<file path="src/rtl/cle_sram_arbiter.sv">
// cle_sram_arbiter
// Shares the single-port label SRAM between the label writer (port 0) and the
// result reader / host readback (port 1). Ownership is granted for a burst of
// accesses; while a port owns the macro, each cycle with its req high is one
// access driven straight onto the macro pins. Reads return one cycle later on
// rdata together with the owner's rvalid.
//
// Build option: define CLE_ARB_ROUND_ROBIN_EN to arbitrate ties round-robin
// instead of the default fixed priority (port 0 over port 1).

module cle_sram_arbiter #(
  parameter int AW        = 10,
  parameter int DW        = 8,
  parameter int MAX_BURST = 16
) (
  input  logic          clk,
  input  logic          reset,

  input  logic          p0_req,
  input  logic          p0_wen,
  input  logic [AW-1:0] p0_a,
  input  logic [DW-1:0] p0_d,
  input  logic          p0_last,
  output logic          p0_gnt,
  output logic          p0_rvalid,

  input  logic          p1_req,
  input  logic          p1_wen,
  input  logic [AW-1:0] p1_a,
  input  logic [DW-1:0] p1_d,
  input  logic          p1_last,
  output logic          p1_gnt,
  output logic          p1_rvalid,

  output logic [DW-1:0] rdata,
  input  logic [DW-1:0] sram_q,
  output logic [AW-1:0] sram_a,
  output logic [DW-1:0] sram_d,
  output logic          sram_wen,
  output logic          sram_cen,

  output logic          busy
);

  typedef enum logic [1:0] {
    IDLE = 2'd0,
    OWN0 = 2'd1,
    OWN1 = 2'd2
  } state_t;

  // The burst counter is 8 bits wide, so the limit is held at the same width.
  localparam logic [7:0] BURST_LIMIT = 8'(MAX_BURST);

  state_t     state;
  state_t     state_nxt;
  logic [7:0] burst_cnt;
  logic [7:0] burst_cnt_nxt;
  logic [7:0] burst_cnt_inc;

  logic       acc0;
  logic       acc1;
  logic       own_req;
  logic       own_last;
  logic       any_req;
  logic       pick1;

  logic       rvalid0_q;
  logic       rvalid1_q;

  // Grants are a decode of the registered state, so they change only on edges.
  assign p0_gnt = (state == OWN0);
  assign p1_gnt = (state == OWN1);

  // An access is accepted whenever the owner presents req while holding gnt.
  assign acc0 = p0_gnt & p0_req;
  assign acc1 = p1_gnt & p1_req;

  // Request and last flag of whichever port currently owns the macro.
  assign own_req  = (state == OWN1) ? p1_req  : p0_req;
  assign own_last = (state == OWN1) ? p1_last : p0_last;

  assign any_req       = p0_req | p1_req;
  assign burst_cnt_inc = burst_cnt + 8'd1;

`ifdef CLE_ARB_ROUND_ROBIN_EN
  logic last_owner;

  // On a tie, the port that was not granted most recently wins.
  assign pick1 = p1_req & (~p0_req | ~last_owner);

  // Remember the most recent winner each time the arbiter leaves IDLE.
  always_ff @(posedge clk or posedge reset) begin
    if (reset) begin
      last_owner <= 1'b1;
    end else if ((state == IDLE) && any_req) begin
      last_owner <= pick1;
    end
  end
`else
  // Fixed priority: port 1 only wins when port 0 is not asking.
  assign pick1 = p1_req & ~p0_req;
`endif

  // State and burst-count registers.
  always_ff @(posedge clk or posedge reset) begin
    if (reset) begin
      state     <= IDLE;
      burst_cnt <= 8'd0;
    end else begin
      state     <= state_nxt;
      burst_cnt <= burst_cnt_nxt;
    end
  end

  // Next-state logic: grant from IDLE, release on req drop, last or burst limit.
  always_comb begin
    state_nxt     = state;
    burst_cnt_nxt = burst_cnt;
    case (state)
      IDLE: begin
        if (any_req) begin
          state_nxt     = pick1 ? OWN1 : OWN0;
          burst_cnt_nxt = 8'd0;
        end
      end
      OWN0, OWN1: begin
        if (!own_req) begin
          state_nxt = IDLE;
        end else begin
          burst_cnt_nxt = burst_cnt_inc;
          if (own_last || (burst_cnt_inc == BURST_LIMIT)) begin
            state_nxt = IDLE;
          end
        end
      end
      default: begin
        state_nxt     = IDLE;
        burst_cnt_nxt = 8'd0;
      end
    endcase
  end

  // Macro pins follow the owner's access; otherwise the macro is disabled.
  always_comb begin
    sram_a   = '0;
    sram_d   = '0;
    sram_wen = 1'b1;
    sram_cen = 1'b1;
    if (acc0) begin
      sram_a   = p0_a;
      sram_d   = p0_d;
      sram_wen = p0_wen;
      sram_cen = 1'b0;
    end else if (acc1) begin
      sram_a   = p1_a;
      sram_d   = p1_d;
      sram_wen = p1_wen;
      sram_cen = 1'b0;
    end
  end

  // Read-return flags: a read accepted this cycle has data on the next cycle.
  always_ff @(posedge clk or posedge reset) begin
    if (reset) begin
      rvalid0_q <= 1'b0;
      rvalid1_q <= 1'b0;
    end else begin
      rvalid0_q <= acc0 & p0_wen;
      rvalid1_q <= acc1 & p1_wen;
    end
  end

  assign p0_rvalid = rvalid0_q;
  assign p1_rvalid = rvalid1_q;
  assign rdata     = sram_q;
  assign busy      = (state != IDLE) | rvalid0_q | rvalid1_q;

endmodule

</file>
<file path="config.mk">
export PLATFORM = sky130hd
export DESIGN_NAME = cle_sram_arbiter
export DESIGN_NICKNAME = d
export VERILOG_FILES = /design/src/rtl/cle_sram_arbiter.sv
export SDC_FILE = /design/constraint.sdc
export NUM_CORES = 1
export LEC_CHECK = 0
export ABC_AREA = 0
export CORE_ASPECT_RATIO = 0.9
export CORE_MARGIN = 2
export CORE_UTILIZATION = 34
export DETAILED_ROUTE_END_ITERATION = 10
export PLACE_DENSITY = 0.85
export SYNTH_ARGS = -nofsm -noshare
export SYNTH_HDL_FRONTEND = slang
export SYNTH_SLANG_ARGS = --single-unit
</file>
<file path="constraint.sdc">
create_clock -name clk -period 4.7 [get_ports clk]
set_clock_uncertainty 0.15 [all_clocks]
set_input_delay 0.47 -clock clk [delete_from_list [all_inputs] [get_ports clk]]
set_output_delay 0.47 -clock clk [all_outputs]
set_load 0.02 [all_outputs]
</file>
### After elaboration in Yosys (flattened, before gate mapping)

Cells that the tools add are included.

| word-level totals | value |
|---|---|
| bits of input ports | 52 |
| register bits | 12 |

| operators by class | value |
|---|---|
| bitwise gates (word level) | 9 |
| muxes and demuxes | 18 |
| equality and inequality tests | 6 |
| reduce and logical (&&, ||, !) cells | 6 |
| $add $sub $neg | 1 |

Operator list:

| operator | count |
|---|---|
| two-way mux 8 bit | 4 |
| two-way mux 10 bit | 2 |
| one-hot mux 8 bit (2 select lines) | 1 |
| adder 8 x 1 -> 8 bit (second input constant) | 1 |
| equality test 8 x 5 -> 1 bit (second input constant) | 1 |
| two-way mux 2 bit | 4 |
| two-way mux 1 bit | 6 |
| AND 1 bit | 5 |
| != test 2 bit (second input constant) | 2 |
| one-hot mux 2 bit (2 select lines) | 1 |
| AND reduction 2 bit | 2 |
| != test 3 bit (second input constant) | 1 |
| bitwise OR 1 bit | 3 |
| equality test 2 x 1 -> 1 bit (second input constant) | 1 |
| equality test 2 bit (second input constant) | 1 |
| logical NOT 2 bit | 1 |
| nonzero test 2 bit | 1 |
| OR reduction 2 bit | 1 |
| logical OR 1 bit | 1 |
| NOT 1 bit | 1 |

### Depth between registers and ports, before layout

Gate-level depths: netlist of run 1.

| logic depth | value |
|---|---|
| word-level depth | 6 |
| depth in mapped cells | 7 |

### Worst setup path before layout of run 1

No wires, ideal clock.

| timing | value |
|---|---|
| kind | reg-to-output |
| start point | register state[0] |
| end point | output sram_a[6] |
| required time | 4.080 ns |
| stages on the path, launching flop included | 7 |
| slack | 2.298 ns |
| arrival | 1.782 ns |
| path buffers | 1 |
| cell sequence | dfrtp_1 > inv_1 > ha_1 > nand2_1 > nor2_2 > buf_4 > a22o_1 |

| on the way | value |
|---|---|
| word-level cells in the longest chain between the ends | 4 |
| elaborated cells between the ends (all ways) | 6 |
| classes of those cells | eq/ne (2); mux (2); bitwise (2) |

Ends and longest elaborated chain:

| element | line | text |
|---|---|---|
| from (decl) | 54 | `state_t state;` |
| from (signal assigned) | 110 | `state <= state_nxt;` |
| equality test 2 bit | 72 | `assign p1_gnt = (state == OWN1);` |
| via p1_gnt | 32 | `output logic p1_gnt,` |
| AND 1 bit | 76 | `assign acc1 = p1_gnt & p1_req;` |
| two-way mux 10 bit | 154 | `end else if (acc1) begin` |
| two-way mux 10 bit | 149 | `if (acc0) begin` |
| to (decl) | 37 | `output logic [AW-1:0] sram_a,` |

The timed path passes the listed nets, and every way through them passes these cells.

### Final worst setup path of run 1

| timing | value |
|---|---|
| start point | input p0_req |
| end point | output sram_a[1] |

| on the way | value |
|---|---|
| word-level cells in the longest chain between the ends | 2 |

Ends and longest elaborated chain:

| element | line | text |
|---|---|---|
| from (decl) | 19 | `input logic p0_req,` |
| AND 1 bit | 75 | `assign acc0 = p0_gnt & p0_req;` |
| two-way mux 10 bit | 149 |  |

Every way passes these cells.

==> reports/qor.yml, run 1 <==
global_routing:
  gr-total-overflow: 0
  use_met1_pct: 21.1
  use_met3_pct: 6.05
  grt_use_met2_pct: 35.7
  grt_antenna_before_repair: 0
  grt_pass1_vias: 1107
  grt-busiest-layer: "met2"
  grt_pass1_wl_um: 5050
  track_usage_pct: 19.5
  grt_max_degree: 23
power_and_ir_drop:
  p_int_uw: 366
  p_sw_uw: 291
  p_clk_share_pct: 9.6
  swShare_pct: 44.3
  irDropWorstVdd_mv: 0.216
  p_leak_nw: 0.691
  power_frac_seq_pct: 21.1
  p_per_area_nw_per_um2: 393
  power_uw: 658
  combPwrFrac_pct: 69.3
yosys:
  synthesis.area_um2: 1010
  synth_area_per_cell_um2: 9.16
  yosysMostFrequentCell: "a22o_1"
  synth_nets: 166
  async_flop_share_pct: 100
  synthesis.instances: 110
  seq_area_frac_synth_pct: 29.8
  synthTopCellsByArea: "dfrtp_1 30%, a22o_1 17%, buf_4 6.7%, ha_1 5.0%, o32ai_4 2.7%"
  yosys-top-cells-count: "20 x a22o_1, 12 x dfrtp_1, 9 x buf_4"
  yosysWarnings: 0
  ys_seq_elements: 12
  yosysTopAreaCellShare_pct: 29.8
  synth-edff-count: 0
  synth_cell_type_count: 36
  synthFlopType: "dfrtp_1"
  yosysTopAreaCell: "dfrtp_1"
worst_setup_path:
  cp_slowest_cell: "nor2_2"
  critical_path_class: "primary input to primary output"
  crit_family: "buffers and inverters"
  cp-end-kind: "primary output"
  crit_top_cell: "clkdlybuf4s50_1"
  critPathMaxStageDelay_ns: 0.61
  arrival_ns: 2.89
  critPathBufInv: 2
  start_kind: "primary input"
  required_ns: 4.08
  cp_max_fo: 22
  worstPathCellList: "clkdlybuf4s50_1 > and2_1 > nor2_2 > a22o_1 > clkdlybuf4s50_1"
routing:
  ant_nets: 0
  drtPass1Iterations: 4
  vias_per_cell: 5.26
  drcViolationCount: 0
  finalWirelength_um: 3250
  drtIter0Drc: 63
  num_vias: 1095
  drt-wirelength-per-cell_um: 15.6
floorplan:
  start_util_pct: 36.1
  rows: 18
  die_w_um: 61.4
  core_um2: 2790
  die_h_um: 55.6
  die_area_um2: 3410
  ios: 85
cells_and_area:
  syn_to_final_growth_pct: 66.3
  stdcell_area_um2: 1680
  drive_above_1_share_pct: 4.76
  final_cell_count_no_fill: 208
  fin_nets: 226
  antenna_cells: 0
place:
  place_hpwl_um: 2750
  gp_congestion: 0.858
  dp_cells: 205
  portBuffers: 68
  placed_area_um2: 1650
timing:
  rsz0062_at_grt: "false"
  timing.fmax_ghz: 0.285
  finalCritPeriodShare_pct: 74.6
  hold_ws_ns: 0.355
  relSlewSlack_pct: 52.0
  slew_viol_final: 0
  fin_setup_tns_ns: 0
  setup_violations: 0
  min_period_ns: 3.51
  hold_viol: 0
  worst_pin_slew_ns: 0.719
clocking:
  postCtsSetupBuffers: 0
  clkLatencyLatePin_ns: 0.27
  root_buffer: "clkbuf_4"
  cts-resized-gates: 0
  clock_sinks: 12
  h-tree-depth: 1
  tritoncts: "done"
  cts_buffer_depth: 2
  cts.clk_slew.worst_paths_ns: 0.07
  cts_buffers: 3
  ctsHoldBuffers: 0
worst_hold_path:
  min_path_type: "primary input to asynchronous set/reset pin"
flow_run:
  drv_cap: 0
status:
  status: "completed"
[metrics by stage]
step	worst slack [ns]	util [%]
finish	1.19	60.0
global route	1.04	60.0
CTS	1.19	60.0
detailed placement	1.18	59.2
global placement	1.28	59.2
floorplan	2.30	-
[layout by cell type (no fill, tap or decap), types with 2 or more instances in the layout]
| cell | count |
|---|---|
| nor2b_1 | 2 |
| o2111a_1 | 2 |
| o21ai_0 | 5 |
| clkdlybuf4s50_1 | 68 |
| and2_1 | 2 |
| a22o_1 | 20 |
| ha_1 | 4 |
| nor3b_1 | 3 |
| a21o_1 | 2 |
| dfrtp_1 | 12 |
| clkbuf_4 | 3 |
| nand3_1 | 2 |
| o2bb2ai_1 | 2 |
| and3_1 | 3 |
| nand2_1 | 6 |
| inv_1 | 6 |
| nand2b_1 | 2 |
| nor3_1 | 2 |
| a21oi_1 | 4 |
| nor2_1 | 4 |
[final cells by class]
cell class,count,area [um2]
clock buffer,3,22.5
timing repair buffer,68,681
multi-input combinational,79,599
sequential,12,300
inverter,6,22.5
tap,40,50.0
fill,267,1120
[worst paths after layout]
| kind | cells after the start | start | slack, ns | endpoint |
|---|---|---|---|---|
| worst max-delay path | 5 | p0_req | 1.19 | sram_a[1] |
| worst min-delay path | 2 | reset | 0.36 | burst_cnt[5] |
| worst max register to register | 6 | state[0] | 2.57 | burst_cnt[3] |
| worst min register to register | 2 | burst_cnt[6] | 0.41 | burst_cnt[6] |
| max in group asynchronous | 2 | reset | 3.73 | burst_cnt[7] |
| min in group clk | 2 | burst_cnt[6] | 0.41 | burst_cnt[6] |
[logic make-up after synthesis]
| family | Yosys count | share of synthesized area, % |
|---|---|---|
| AO/OA/AOI/OAI | 42 | 35.3 |
| AND/OR/NAND/NOR | 30 | 16.5 |
| buffers and inverters | 19 | 10.7 |
| flip-flops | 12 | 29.8 |
| adder cells (fa/ha/maj) | 4 | 4.97 |
| XOR/XNOR | 2 | 1.74 |
| multiplexers | 1 | 0.994 |
[state kept, by name (all words and copies together), names as in the netlist]
signal / flops
burst_cnt: 8
state: 2
p0_rvalid: 1
p1_rvalid: 1
[routing by layer]
metal | part of all wire (%) | wire (um) | vias to the layer above
met2 | 53 | 1720 | 56
li1 | - | - | 524
met1 | 36 | 1170 | 509
met5 | 0 | 0 | -
met3 | 9.1 | 295 | 6
met4 | 1.9 | 62 | 0
[power groups by stage]
stage	Sequential (mW)	Clock, mW	Combinational [mW]
after floorplan	0.138	0	0.278
after global placement	0.138	0	0.445
after detailed placement	0.140	0	0.454
after CTS	0.138	0.0635	0.456
after global routing	0.141	0.0684	0.490
final	0.139	0.0630	0.456
Note: power is estimated with default switching activity, not from simulation.
==> run 2: changes to the inputs <==
- CORE_UTILIZATION: 34 -> 32
- PLACE_DENSITY: 0.85 -> 0.8
- clock period: 4.7 -> 3.55 ns (I/O delays scaled with it)
==> reports/qor.yml, run 2 (same netlist as run 1, synthesis figures left out) <==
clocking:
  clock_sinks: 12  # unchanged
  ctsHoldBuffers: 0  # unchanged
  cts_buffer_depth: 2  # unchanged
  root_buffer: "clkbuf_4"
  cts.clk_slew.worst_paths_ns: 0.07  # about the same
  clkLatencyLatePin_ns: 0.27  # about the same
  h-tree-depth: 1  # unchanged
  tritoncts: "done"
  cts-resized-gates: 0  # unchanged
  cts_buffers: 3  # unchanged
  postCtsSetupBuffers: 0  # unchanged
cells_and_area:
  final_cell_mix: "68 x clkdlybuf4s50_1, 20 x a22o_1, 12 x dfrtp_1, 6 x inv_1, 6 x nand2_1"
  stdcell_area_um2: 1690  # +0.60%
  mostFrequentLayoutCell: "clkdlybuf4s50_1"
  syn_to_final_growth_pct: 67.3
  antenna_cells: 0  # unchanged
  fin_nets: 227  # +0.44%
  top_regs: "burst_cnt x8, state x2"
  fill_cells: 276  # +3.4%
  regMostFlops: "burst_cnt"
  largest_reg_flops: 8  # unchanged
  drive_above_1_share_pct: 5.33  # +0.56 points
power_and_ir_drop:
  p_int_uw: 489  # +33%
  power_frac_seq_pct: 21.2  # about the same
  p_per_area_nw_per_um2: 514  # +31%
  irDropWorstVdd_mv: 0.281  # +30%
  p_leak_nw: 0.696  # +0.76%
  swShare_pct: 43.7  # -0.62 points
  p_clk_share_pct: 9.3  # -0.3 points
  combPwrFrac_pct: 69.5  # +0.2 points
  p_sw_uw: 379  # +30%
worst_setup_path:
  r2r_end: "burst_cnt[3]"
  worstPathCellList: "inv_1 > ha_1 > nand2_1 > nor2_2 > a22o_1 > clkdlybuf4s50_1"
  start_kind: "flip-flop"
  cp-end-kind: "primary output"
  cp_slowest_cell: "clkdlybuf4s50_1"
  required_ns: 3.04  # -1.04 ns
  arrival_ns: 2.75  # -0.14 ns
  r2r_cells: 6  # unchanged
  r2r_slack_ns: 1.45  # -1.12 ns
  critPathBufInv: 2  # unchanged
  critPathMaxStageDelay_ns: 0.63  # +0.02 ns
  startpoint: "state[0]"
  critical_path_class: "flip-flop to primary output"
  crit_family: "simple AND/OR/NAND/NOR gates"
  cp_max_fo: 18  # -18%
  reg2reg_from: "state[0]"
place:
  gp_congestion: 0.847  # -1.3%
  placed_area_um2: 1660  # +0.61%
  portBuffers: 68  # unchanged
  place_hpwl_um: 2650  # -3.9%
global_routing:
  grt_antenna_before_repair: 0  # unchanged
  grt_pass1_wl_um: 5200  # +2.9%
  track_usage_pct: 18.2  # -1.4 points
  grt_pass1_vias: 1197  # +8.1%
  grt_max_degree: 22  # -4.3%
  gr-total-overflow: 0  # unchanged
floorplan:
  core_um2: 3020  # +8.1%
  rows: 19  # +1
  die_h_um: 57.2  # +2.9%
  start_util_pct: 33.4  # -2.7 points
  ios: 85  # unchanged
  die_w_um: 63.1  # +2.9%
  die_area_um2: 3610  # +5.8%
worst_hold_path:
  min_path_type: "primary input to asynchronous set/reset pin"
status:
  status: "completed"
timing:
  min_period_ns: 3.26
  fin_setup_tns_ns: 0  # unchanged
  finalCritPeriodShare_pct: 91.8
  timing.fmax_ghz: 0.307
  slew_viol_final: 0  # unchanged
  worst_pin_slew_ns: 0.683  # -0.0362 ns
  setup_violations: 0  # unchanged
  hold_viol: 0  # unchanged
  rsz0062_at_grt: "false"
  relSlewSlack_pct: 54.4  # +2.4 points
routing:
  vias_per_cell: 5.19  # -1.4%
  ant_nets: 0  # unchanged
  drt-wirelength-per-cell_um: 14.6  # -6.1%
  finalWirelength_um: 3090  # -4.8%
  num_vias: 1095  # unchanged
  drcViolationCount: 0  # unchanged
  drtIter0Drc: 24  # -62%
  drtPass1Iterations: 4  # unchanged
flow_run:
  drv_cap: 0  # unchanged
==> run 2: changes by cell type in the layout (fill, tap and decap cells not counted) <==
cell   change
buf_4      +1
==> run 2: routing by layer <==
layer  share of wire (%)  routed length [um]  track usage (%)  vias up
met5                   0                   0                0        -
met4                 2.1                  66             8.25        0
met3                 9.4                 292             6.71        8
met2                  53                1620             33.1       53
met1                  36                1110             18.7      511
li1                    -                   -                -      523
==> run 2: worst max path at each step <==
stage                           end  slack (ns)  cells past startpoint
after global placement    sram_a[7]        0.53                      5
after floorplan           sram_a[6]        1.26                      6
after CTS                 sram_a[8]        0.28                      6
after detailed placement  sram_a[8]        0.46                      5
after global routing      sram_a[6]        0.08                      6
final                     sram_a[6]        0.29                      6
==> run 2: worst register-to-register path, stage by stage, from the launching register on <==
cell,delay (ns)
dfrtp_1,0.41
inv_1,0.11
ha_1,0.32
mux2i_1,0.37
nand2b_1,0.29
o21ai_1,0.11
a22o_1,0.24
==> run 2: power groups by stage <==
| stage | combinational [mW] | sequential, mW | clock (mW) |
|---|---|---|---|
| floorplan | 0.368 | 0.183 | 0 |
| global placement | 0.589 | 0.184 | 0 |
| detailed placement | 0.605 | 0.186 | 0 |
| CTS | 0.607 | 0.183 | 0.0860 |
| global route | 0.650 | 0.190 | 0.0900 |
| finish | 0.603 | 0.184 | 0.0807 |
==> run 2: area by class of cell <==
| cell class | count | area [um2] | share of cell area [%] |
|---|---|---|---|
| Tap cell | 42 | 52.6 | 3.12 |
| Clock buffer | 3 | 22.5 | 1.34 |
| Sequential cell | 12 | 300 | 17.8 |
| Multi-Input combinational cell | 79 | 599 | 35.6 |
| Timing Repair Buffer | 69 | 688 | 40.8 |
| Inverter | 6 | 22.5 | 1.34 |
==> run 2: stage by stage <==
step,setup slack [ns],util (%),total power [mW],hold WS [ns],cells
finish,0.293,55.8,0.867,0.250,211
global route,0.0812,55.8,0.930,0.299,211
CTS,0.280,55.8,0.877,0.265,211
detailed placement,0.456,55.1,0.792,0.388,208
global placement,0.534,55.1,0.773,0.365,208
floorplan,1.26,-,0.551,0.0697,110
==> run 3: changes to the inputs <==
- CORE_UTILIZATION: 32 -> 34
- PLACE_DENSITY: 0.8 -> 0.85
- SETUP_SLACK_MARGIN: default -> 0.4
- clock period: 3.55 -> 4 ns (I/O delays scaled with it)
==> reports/qor.yml, run 3 (same netlist as run 1, synthesis figures left out) <==
power_and_ir_drop:
  p_sw_uw: 343  # -9.5%
  irDropWorstVdd_mv: 0.234  # -17%
  p_int_uw: 451  # -7.7%
  swShare_pct: 43.2  # -0.47 points
  p_clk_share_pct: 12.6  # +3.3 points
  p_leak_nw: 0.698  # +0.27%
  power_frac_seq_pct: 20.6  # -0.6 points
  combPwrFrac_pct: 66.8  # -2.7 points
  p_per_area_nw_per_um2: 470  # -8.7%
timing:
  min_period_ns: 3.39
  hold_viol: 0  # unchanged
  relSlewSlack_pct: 53.0  # -1.4 points
  timing.fmax_ghz: 0.295
  fin_ws_ns: 0.608  # +0.316 ns
  fin_setup_tns_ns: 0  # unchanged
  setup_violations: 0  # unchanged
  worst_pin_slew_ns: 0.705  # +0.0218 ns
  slew_viol_final: 0  # unchanged
  finalCritPeriodShare_pct: 84.8
  rsz0062_at_grt: "false"
global_routing:
  track_usage_pct: 20.0  # +1.9 points
  grt_pass1_vias: 1122  # -6.3%
  grt_antenna_before_repair: 0  # unchanged
  gr-total-overflow: 0  # unchanged
  grt_max_degree: 23  # +4.5%
  grt_pass1_wl_um: 5160  # -0.65%
floorplan:
  ios: 85  # unchanged
  die_area_um2: 3410  # -5.5%
  die_w_um: 61.4  # -2.8%
  start_util_pct: 36.1  # +2.7 points
  rows: 18  # -1
  die_h_um: 55.6  # -2.8%
  core_um2: 2790  # -7.5%
cells_and_area:
  antenna_cells: 0  # unchanged
  final_cell_mix: "68 x clkdlybuf4s50_1, 20 x a22o_1, 12 x dfrtp_1, 6 x inv_1, 6 x nand2_1"
  fill_cells: 271  # -1.8%
  largest_reg_flops: 8  # unchanged
  fin_nets: 226  # -0.44%
  drive_above_1_share_pct: 5.33  # unchanged
  top_regs: "burst_cnt x8, state x2"
  mostFrequentLayoutCell: "clkdlybuf4s50_1"
  final_cell_count_no_fill: 209  # -0.95%
  syn_to_final_growth_pct: 67.7
  regMostFlops: "burst_cnt"
  fin_util_pct: 60.5  # +4.7 points
clocking:
  clock_sinks: 12  # unchanged
  cts_buffer_depth: 2  # unchanged
  cts.clk_slew.worst_paths_ns: 0.08  # about the same
  postCtsSetupBuffers: 0  # unchanged
  tritoncts: "done"
  cts_buffers: 3  # unchanged
  ctsHoldBuffers: 0  # unchanged
  root_buffer: "clkbuf_4"
  cts-resized-gates: 0  # unchanged
  clkLatencyLatePin_ns: 0.28  # about the same
  h-tree-depth: 1  # unchanged
routing:
  top_layer_used: "met4"
  num_vias: 1100  # +0.46%
  met3_length_um: 290  # -0.68%
  drtIter0Drc: 64  # +170%
  wl_met1_um: 1110  # +0.18%
  wl_met2_um: 1840  # +13%
  finalWirelength_um: 3300  # +6.7%
  drt-wirelength-per-cell_um: 15.8  # +7.8%
  ant_nets: 0  # unchanged
  vias_per_cell: 5.26  # +1.4%
  drcViolationCount: 0  # unchanged
  drtPass1Iterations: 4  # unchanged
worst_setup_path:
  critical_path_class: "flip-flop to primary output"
  cp_max_fo: 22  # +4
  required_ns: 3.45  # +0.41 ns
  arrival_ns: 2.84  # +0.09 ns
  cp-end-kind: "primary output"
  start_kind: "flip-flop"
place:
  gp_congestion: 0.858  # +1.2%
  place_worst_setup_slack_ns: 0.632  # +0.176 ns
  place_hpwl_um: 2810  # +6.4%
  dp_cells: 205  # -1.4%
  portBuffers: 68  # unchanged
worst_hold_path:
  min_path_type: "primary input to asynchronous set/reset pin"
status:
  status: "completed"
flow_run:
  drv_cap: 0  # unchanged
-- run 3: power groups by stage --
stage | clock network (mW) | registers (mW) | logic (mW)
2_1_floorplan | 0 | 0.162 | 0.327
3_3_place_gp | 0 | 0.162 | 0.523
3_5_place_dp | 0 | 0.164 | 0.532
4_1_cts | 0.100 | 0.162 | 0.534
5_1_grt | 0.108 | 0.166 | 0.572
6_report | 0.0998 | 0.163 | 0.530
-- run 3: critical path, stage by stage, from the launching register on --
cell and delay [ns]:
dfrtp_1 0.40, inv_1 0.09, ha_1 0.21, and2_1 0.37, nor2_2 0.61, a22o_1 0.25
clkdlybuf4s50_1 0.62
-- run 3: layer usage --
layer | global-route usage [%] | up-vias
li1 | - | 525
met1 | 20.4 | 513
met2 | 38.0 | 55
met3 | 5.81 | 7
met4 | 5.47 | 0
met5 | 0 | -
-- run 3: final timing paths --
path	start	end	slack [ns]	depth (start not counted)
setup / recovery	state[1]	sram_a[5]	0.61	6
hold / removal	reset	burst_cnt[6]	0.27	2
setup reg to reg	state[0]	burst_cnt[3]	1.89	6
hold reg to reg	burst_cnt[2]	burst_cnt[2]	0.42	1
max in group asynchronous	reset	burst_cnt[7]	3.11	2
min in group clk	burst_cnt[2]	burst_cnt[2]	0.42	1
-- run 3: per-stage QoR --
| step | hold slack [ns] | instance area (um2) | power, mW |
|---|---|---|---|
| 4_1_cts | 0.302 | 1690 | 0.796 |
| 5_1_grt | 0.310 | 1690 | 0.846 |
| 3_3_place_gp | 0.365 | 1650 | 0.686 |
| 2_1_floorplan | 0.115 | 1010 | 0.489 |
| 6_report | 0.274 | 1690 | 0.793 |
| 3_5_place_dp | 0.395 | 1650 | 0.696 |
-- run 3: area by class of cell --
cell class	count	area [um2]	share of cell area (%)
Timing Repair Buffer	68	681	40.3
Sequential cell	12	300	17.8
Tap cell	40	50.0	2.96
Inverter	6	22.5	1.33
Clock buffer	4	36.3	2.15
Multi-Input combinational cell	79	599	35.5
==> edit: new RTL, flow settings as in run 2 <==
The parameter `DW` goes from 8 to 12.
--- a/src/rtl/cle_sram_arbiter.sv
+++ b/src/rtl/cle_sram_arbiter.sv
@@ -10,7 +10,7 @@
 
 module cle_sram_arbiter #(
   parameter int AW        = 10,
-  parameter int DW        = 8,
+  parameter int DW        = 12,
   parameter int MAX_BURST = 16
 ) (
   input  logic          clk,
Interface: changed (5 resized); port bits go from 85 to 105. No check against the original RTL was run, so the function may have changed too.
==> edit against run 2 <==
  * Critical path depth rose by 1
  * Total power rose by 14%
  * Setup slack improved by 270 ps
  * Sequential cell count did not move
  * Synthesized area rose by 6.7%
  * Clock power rose by 49%
  * Synthesized cell count rose by 8.2%
  * Final area rose by 11%
  * Wire length rose by 20%
  * Critical path type unchanged
  * Largest power group unchanged
==> edit: results (changes against run 2) <==
Placed design
  – Gpl congestion: 0.767 (-9.5%)
  – Detail Placement HPWL: 3150 um (+19%)
  – I/O Buffers: 80 (+18%)

Drt
  – Wire per inst: 16.2 um (+10%)
  – Vias: 1234 (+13%)
  – Final ANT Viol Nets: 0 (unchanged)
  – DR iter-0 viols: 37 (+54%)
  – DRT Pass-1 Iters: 4 (unchanged)
  – DRC errors left: 0 (unchanged)

CTS
  – Clk_lat worst skew: 230 ps (-40 ps)
  – H-tree depth: 1 (unchanged)
  – Clk buf depth: 2 (unchanged)
  – Post-CTS setup buffer count: 0 (unchanged)
  – Clock-pin transition on the worst setup and hold timing paths: 50 ps (-20 ps)
  – Clk root buf: clkbuf_8
  – PostCTS Resize Cnt: 0 (unchanged)

Layout
  – Layout cells sized above 1: 5.85% (+0.53 points)
  – Fillers: 271 (-1.8%)
  – Non-Filler Instances: 230 (+9.0%)
  – # nets final: 258 (+14%)
  – # diodes: 0 (unchanged)

Critical path
  – CP Launch Point: state[0]
  – Arr. time, crit path: 2480 ps (-270 ps)
  – Max FO, Critical Path: 22 (+4)

GRT
  – Vias in the first global route: 1314 (+9.8%)
  – GR Util All Layers: 19.8% (+1.6 points)
  – Global-route wire length before repair: 5910 um (+14%)
  – Largest net degree at the start of global routing: 23 (+4.5%)
  – Initial antenna violation count: 0 (unchanged)

Logic synthesis
  – Syn nets: 187 (+13%)
  – Yosys Warn Count: 0 (unchanged)
  – Synth cell types: 35 (-2.8%)
  – Primary FF master, synth: dfrtp_1
  – Asr flop ratio synth: 100% (unchanged)
  – Register area share after synthesis: 27.9% (-1.9 points)
  – Synth top area cells: dfrtp_1, a22o_1, buf_4
  – Avg Cell Area, Syn: 9.03 um2 (-1.4%)
  – Synth cell count leaders: a22o_1, buf_4, dfrtp_1

Run
  – Max-Cap Viols: 0 (unchanged)

Die
  – Die area: 3840 um2 (+6.3%)

Outcome
  – Status: complete, no violations

Timing
  – Slew @ Worst Pin: 473 ps (-210 ps)
  – Endpoints failing setup: 0 (unchanged)

Power
  – Max VDD drop: 0.211 mV (-25%)
  – Pleak: 0.000782 uW (+12%)

Worst hold path
  – HP Class: in2async
-- edit: changes by cell type after synthesis, sizes merged --
cell	before	now
nor2	5	6
clkbuf	3	1
buf	10	16
a22o	20	24
nor3b	3	2
nand2	6	7
-- edit: final timing paths --
kind | to | slack [ps] | cells after the start
max | sram_a[3] | 560 | 7
min | state[0] | 280 | 2
max reg2reg | burst_cnt[3] | 1480 | 6
min reg2reg | burst_cnt[2] | 400 | 1
max in group asynchronous | burst_cnt[6] | 2650 | 2
min in group clk | burst_cnt[2] | 400 | 1
-- edit: cell type report --
| cell class | count | area, um2 | area share [%] |
|---|---|---|---|
| Multi-Input combinational cell | 84 | 638 | 34.0 |
| Sequential cell | 12 | 300 | 16.0 |
| Tap cell | 42 | 52.6 | 2.80 |
| Timing Repair Buffer | 83 | 823 | 43.8 |
| Clock buffer | 3 | 41.3 | 2.20 |
| Inverter | 6 | 22.5 | 1.20 |
-- edit: cells by family after synthesis --
| logic type | after synthesis | share of synthesized area (%) |
|---|---|---|
| AO/OA/AOI/OAI | 46 | 36.3 |
| AND/OR/NAND/NOR | 31 | 15.8 |
| buffers and inverters | 23 | 12.7 |
| flip-flops | 12 | 27.9 |
| adder cells (fa/ha/maj) | 4 | 4.66 |
| XOR/XNOR | 2 | 1.63 |
| multiplexers | 1 | 0.931 |
-- edit: power breakdown --
part | internal (uW) | leakage [uW] | switching (uW)
combinational | 333 | 0.000596 | 356
clock | 74.4 | 0.0000216 | 45.2
sequential | 160 | 0.000164 | 22.9
-- edit: per-layer routing --
metal | global-route usage (%) | vias up | wire length [um]
li1 | - | 574 | -
met1 | 20.9 | 570 | 1290
met2 | 38.6 | 79 | 2000
met3 | 5.51 | 11 | 342
met4 | 5.36 | 0 | 85
met5 | 0 | - | 0
-- edit: worst max-delay path, cell delays in order (launching register included) --
cell and delay [ps]:
dfrtp_1 390, inv_1 110, ha_1 340, nand2_1 200, nor2_1 140, buf_4 250, a22o_1 180, clkdlybuf4s50_1 630
-- edit: metrics by stage --
stage / setup slack (ps) / cell area, um2
finish: 561 / 1880
floorplan: 1340 / 1070
global placement: 662 / 1840
global route: 422 / 1880
CTS: 526 / 1880
detailed placement: 630 / 1840
